### config.mk
export PLATFORM = sky130hd
export DESIGN_NAME = sd_spi_master
export DESIGN_NICKNAME = d
export VERILOG_FILES = /design/src/rtl/sd_spi_master.sv
export SDC_FILE = /design/constraint.sdc
export NUM_CORES = 1
export LEC_CHECK = 0
export CAP_MARGIN = 20
export CORE_MARGIN = 5
export CORE_UTILIZATION = 54
export CTS_BUF_LIST = sky130_fd_sc_hd__clkbuf_16
export DETAILED_ROUTE_END_ITERATION = 12
export GPL_TIMING_DRIVEN = 0
export PLACE_DENSITY_LB_ADDON = 0.05
export SYNTH_ARGS = -nofsm -noshare
export SYNTH_HDL_FRONTEND = slang
export SYNTH_SLANG_ARGS = --single-unit
### constraint.sdc
create_clock -name clk -period 2.3 [get_ports clk]
set_input_delay 0.46 -clock clk [delete_from_list [all_inputs] [get_ports clk]]
set_output_delay 0.46 -clock clk [all_outputs]
set_load 0.02 [all_outputs]
### src/rtl/sd_spi_master.sv
// Byte-oriented SPI master for SD cards: single-byte rd/wr with gapless chaining and two SCLK rates.
// Define SD_SPI_MASTER_LOOPBACK_EN to receive from the internal mosi instead of the miso pin.
module sd_spi_master #(
   parameter int HI_FREQ_DIV = 20,
   parameter int LO_FREQ_DIV = 358,
   parameter int SPI_MODE    = 0
) (
   input  logic       clk,
   input  logic       rst,
   input  logic       clk_div,
   input  logic       rd,
   input  logic       wr,
   input  logic       hold,
   input  logic [7:0] wr_data,
   output logic [7:0] rd_data,
   output logic       done_tick,
   output logic       ready,
   input  logic       miso,
   output logic       mosi,
   output logic       sclk,
   output logic       cs_n,
   output logic [1:0] state_dbg
);

   localparam logic CPOL    = (SPI_MODE >= 2);
   localparam logic CPHA    = ((SPI_MODE % 2) == 1);
   localparam int   MAX_DIV = (HI_FREQ_DIV > LO_FREQ_DIV) ? HI_FREQ_DIV : LO_FREQ_DIV;
   localparam int   DW      = $clog2(MAX_DIV);
   localparam logic [DW-1:0] HI_M1  = DW'(HI_FREQ_DIV - 1);
   localparam logic [DW-1:0] LO_M1  = DW'(LO_FREQ_DIV - 1);
   localparam logic [DW-1:0] HI_HM1 = DW'(HI_FREQ_DIV / 2 - 1);
   localparam logic [DW-1:0] LO_HM1 = DW'(LO_FREQ_DIV / 2 - 1);
   localparam logic [DW-1:0] ONE    = DW'(1);

   typedef enum logic [1:0] {
      IDLE      = 2'd0,
      XFER      = 2'd1,
      HOLD_IDLE = 2'd2
   } state_t;

   state_t        state;
   logic [DW-1:0] cnt;
   logic [DW-1:0] div_m1;
   logic [DW-1:0] half_m1;
   logic [2:0]    bit_idx;
   logic [7:0]    tx_sr;
   logic [7:0]    rx_sr;
   logic [7:0]    rx_next;
   logic          rx_bit;
   logic          sample_now;
   logic          period_end;
   logic          byte_end;
   logic          start;

`ifdef SD_SPI_MASTER_LOOPBACK_EN
   assign rx_bit = mosi;
`else
   assign rx_bit = miso;
`endif

   assign state_dbg = state;

   // A request (rd|wr) is accepted in any cycle where ready=1 or the current
   // byte is in its done_tick cycle; rd/wr in any other cycle is dropped.
   always_comb begin
      sample_now = (state == XFER) && (cnt == half_m1);
      period_end = (state == XFER) && (cnt == div_m1);
      byte_end   = period_end && (bit_idx == 3'd7);
      start      = (rd | wr) && (ready | byte_end);
      rx_next    = sample_now ? {rx_sr[6:0], rx_bit} : rx_sr;
   end

   always_ff @(posedge clk or posedge rst) begin
      if (rst) begin
         state     <= IDLE;
         cnt       <= '0;
         div_m1    <= LO_M1;
         half_m1   <= LO_HM1;
         bit_idx   <= 3'd0;
         tx_sr     <= 8'hFF;
         rx_sr     <= 8'h00;
         rd_data   <= 8'h00;
         done_tick <= 1'b0;
         ready     <= 1'b1;
         mosi      <= 1'b1;
         sclk      <= CPOL;
         cs_n      <= 1'b1;
      end else begin
         done_tick <= 1'b0;
         rx_sr     <= rx_next;
         if (start) begin
            // Start cycle doubles as the last clk of a finishing byte, so chains are gapless.
            state   <= XFER;
            ready   <= 1'b0;
            cs_n    <= 1'b0;
            cnt     <= '0;
            bit_idx <= 3'd0;
            div_m1  <= clk_div ? HI_M1 : LO_M1;
            half_m1 <= clk_div ? HI_HM1 : LO_HM1;
            tx_sr   <= wr ? {wr_data[6:0], 1'b1} : 8'hFF;
            mosi    <= wr ? wr_data[7] : 1'b1;
            sclk    <= CPHA ? ~CPOL : CPOL;
         end else begin
            case (state)
               XFER: begin
                  if (byte_end) begin
                     state <= hold ? HOLD_IDLE : IDLE;
                     cs_n  <= ~hold;
                     ready <= 1'b1;
                     mosi  <= 1'b1;
                     sclk  <= CPOL;
                  end else if (period_end) begin
                     cnt     <= '0;
                     bit_idx <= bit_idx + 3'd1;
                     mosi    <= tx_sr[7];
                     tx_sr   <= {tx_sr[6:0], 1'b1};
                     sclk    <= CPHA ? ~CPOL : CPOL;
                  end else begin
                     cnt <= cnt + ONE;
                     if (sample_now)
                        sclk <= CPHA ? CPOL : ~CPOL;
                     if ((cnt == div_m1 - ONE) && (bit_idx == 3'd7)) begin
                        done_tick <= 1'b1;
                        rd_data   <= rx_next;
                     end
                  end
               end
               default: ;
            endcase
         end
      end
   end

endmodule

==> flow_summary.ini <==
[grt]
grt_util_all_layers_pct = 19.2
antenna_found_initial = 0
grt_max_degree = 45
grt_overflow = 0
grt_pass1_vias = 1682
grt_first_pass_wirelength_um = 7990

[job]
drv_cap = 0

[sta]
hold_viol = 0
slew_headroom_pct = 40.8
final_max_slew_viol_count = 0
period_needed_ps = 2180
setup_viol_count_final = 0
fmax_mhz = 458
tns_ps = 0
fin_crit_sh_pct = 94.9
worstMarginPinSlew_ps = 886
fin_skew_ps = 4.99
grt_setup_unrepaired = no
holdWs_ps = 487
worst_slack_ps = 117

[clock_tree]
cts_buffer_depth = 2
cts.sinks = 44
clk_latency_ps = 280
htree_num_levels = 2
cts_tree = yes
clkSlewWorstSetupHoldPaths_ps = 60
holdBufCountCts = 0
root_buffer = clkbuf_16
cts_buffers = 5

[final_layout]
syn_to_final_growth_pct = 24.4
final_core_util_pct = 68.3
n_fill_cell = 292
drive_gt1_share_pct = 23.9
nets = 251
n_antenna_cell = 0

[setup_path]
worst_path_max_delay_cell = dfrtp_1
timing.rr.start = cnt[2]
crit_required_ps = 2470
r2r_slack_ps = 120
worst-path-max-fanout = 10
worstSetupStartpointType = register
rr_worst_depth = 5
crit_buf_inv = 0
cp.arrival_ps = 2350
crit_end = bit_idx[0]
max_stage_delay_ps = 450
cp-startpoint = cnt[2]
cp.depth = 5
path_cells = or3_4 > o21ai_0 > nand4_2 > nand2_1 > mux2_2
rr_endpoint = bit_idx[0]
cpLargestDelayFamily = simple AND/OR/NAND/NOR gates
path_class = register to register
end_kind = register

[detailed_routing]
post_drt_via_cell_ratio = 5.93
wl_um = 4690
drtPass1Iterations = 4
vias = 1684
drtIter0Drc = 102
ant_nets = 0
wl_per_cell_um = 16.5
drc_errors = 0

[floorplan]
dieArea_um2 = 5370
die_h_um = 73.3
core_area_um2 = 3940
num_rows = 23
start_util_pct = 54.9
die_w_um = 73.3
ios = 30

[power]
clkPwrFrac_pct = 24.4
leakagePower_uw = 0.00113
total_power_uw = 3300
netSwitchingPower_uw = 1160
internal_power_uw = 2140
pwr-share-comb_pct = 35.7
ir_drop_uv = 665
pwr_density_cell_nw_per_um2 = 1230
p_seq_share_pct = 39.9
swShare_pct = 35.1

[synth]
yosys_warnings = 0
synth_edf_count = 0
syn_area_um2 = 2160
ys_seq_area_share_pct = 51.5
synth_top_area_share_pct = 38.2
synth_area_leader_cell = dfrtp_1
synthCells = 196
avgSynthCellArea_um2 = 11.0
syn_nets = 214
synth_seq_cells = 44
synth_top_cells_by_area = dfrtp_1, dfstp_2, mux2_2
synth_cell_types = 46
synth_ff_type = dfrtp_1
yosysMostFrequentCell = dfrtp_1
synthArstFlopShare_pct = 100
synthTopCellsByCount = dfrtp_1, nand3_1, mux2_2, nand2_1, dfstp_2

[worst_hold_path]
hold_class = register to register
min_from = tx_sr[6]

[outcome]
status = completed

[placed_design]
gp_congestion = 0.890
hpwl_um = 3370
dp_slack_ps = -98.9
io_buffer_count = 29
## layout by cell type, fill, tap and decap left out, types with 3 or more instances in the layout
cell type,netlist,routed
nor2_1,8,8
nor3_1,3,3
o311ai_0,4,4
mux2_2,18,18
buf_2,3,3
clkdlybuf4s50_1,0,29
o32ai_1,6,6
dfrtp_1,33,33
dfstp_2,11,11
inv_1,10,9
clkbuf_16,0,5
ha_1,3,3
o21ai_0,6,6
nand2_1,18,18
xnor2_1,5,5
a21oi_1,4,4
nand3_1,19,19
o21ai_1,9,9
## worst min path at each step
| stage | end | slack, ps | cells after the start |
|---|---|---|---|
| final | tx_sr[6] | 490 | 2 |
| after global routing | tx_sr[2] | 500 | 2 |
| after floorplan | tx_sr[2] | 460 | 2 |
| after CTS | tx_sr[6] | 490 | 2 |
| after detailed placement | tx_sr[7] | 480 | 2 |
| after global placement | tx_sr[6] | 470 | 2 |
## registers in the layout, indices dropped and copies added (netlist names)
register,count
cnt,9
rd_data,8
rx_sr,8
tx_sr,7
bit_idx,3
half_m1,2
state_dbg,2
cs_n,1
done_tick,1
mosi,1
ready,1
sclk,1
## worst reg2reg max path: stages (launching register included)
cell and delay (ps):
dfrtp_1 450, or3_4 430, o21ai_0 280, nand4_2 330
nand2_1 230, mux2_2 350
## cells by family after synthesis
kind of cell / Yosys count / synth area share, %
AOI/OAI and AO/OA: 42 / 15.3
muxes: 19 / 9.83
xor gates and xnor gates: 5 / 2.02
buffers and inverters: 16 / 3.29
DFF: 44 / 51.5
adders and majority gates: 3 / 1.73
and+or+nand+nor: 67 / 16.4
## timing repair
action                     4_1_cts  5_1_grt
setup endpoints to repair        0       13
buffers inserted                 0        1
gates resized for setup          0        0
## power by group through the flow
stage	sequential, µW	combinational, µW	clock, µW
after floorplan	1330	786	0
after global placement	1310	1090	0
after detailed placement	1330	1160	0
after CTS	1320	1160	816
after global routing	1360	1300	854
final	1320	1180	805
## layer usage
metal / vias up / routed length, µm / track usage, %
met4: 0 / 117 / 7.44
met5: - / 0 / 0
met3: 11 / 233 / 4.92
met1: 823 / 2110 / 26.1
met2: 59 / 2230 / 29.5
li1: 791 / - / -
## final cells by class
cell class	count	area, µm²	area share [%]
multi-input cells	136	978	36.3
clock buffers	5	125	4.65
inverters	10	37.5	1.39
plain buffers	6	33.8	1.25
repair buffers	30	298	11.1
well taps	50	62.6	2.32
clock inverters	3	42.5	1.58
flip-flops and latches	44	1110	41.4
## through the flow
| stage | instances | instance area [µm²] |
|---|---|---|
| after floorplan | 196 | 2160 |
| after global placement | 275 | 2520 |
| after detailed placement | 275 | 2520 |
| after CTS | 283 | 2690 |
| after global routing | 284 | 2690 |
| final | 284 | 2690 |
Power figures use the tool's default switching activity.
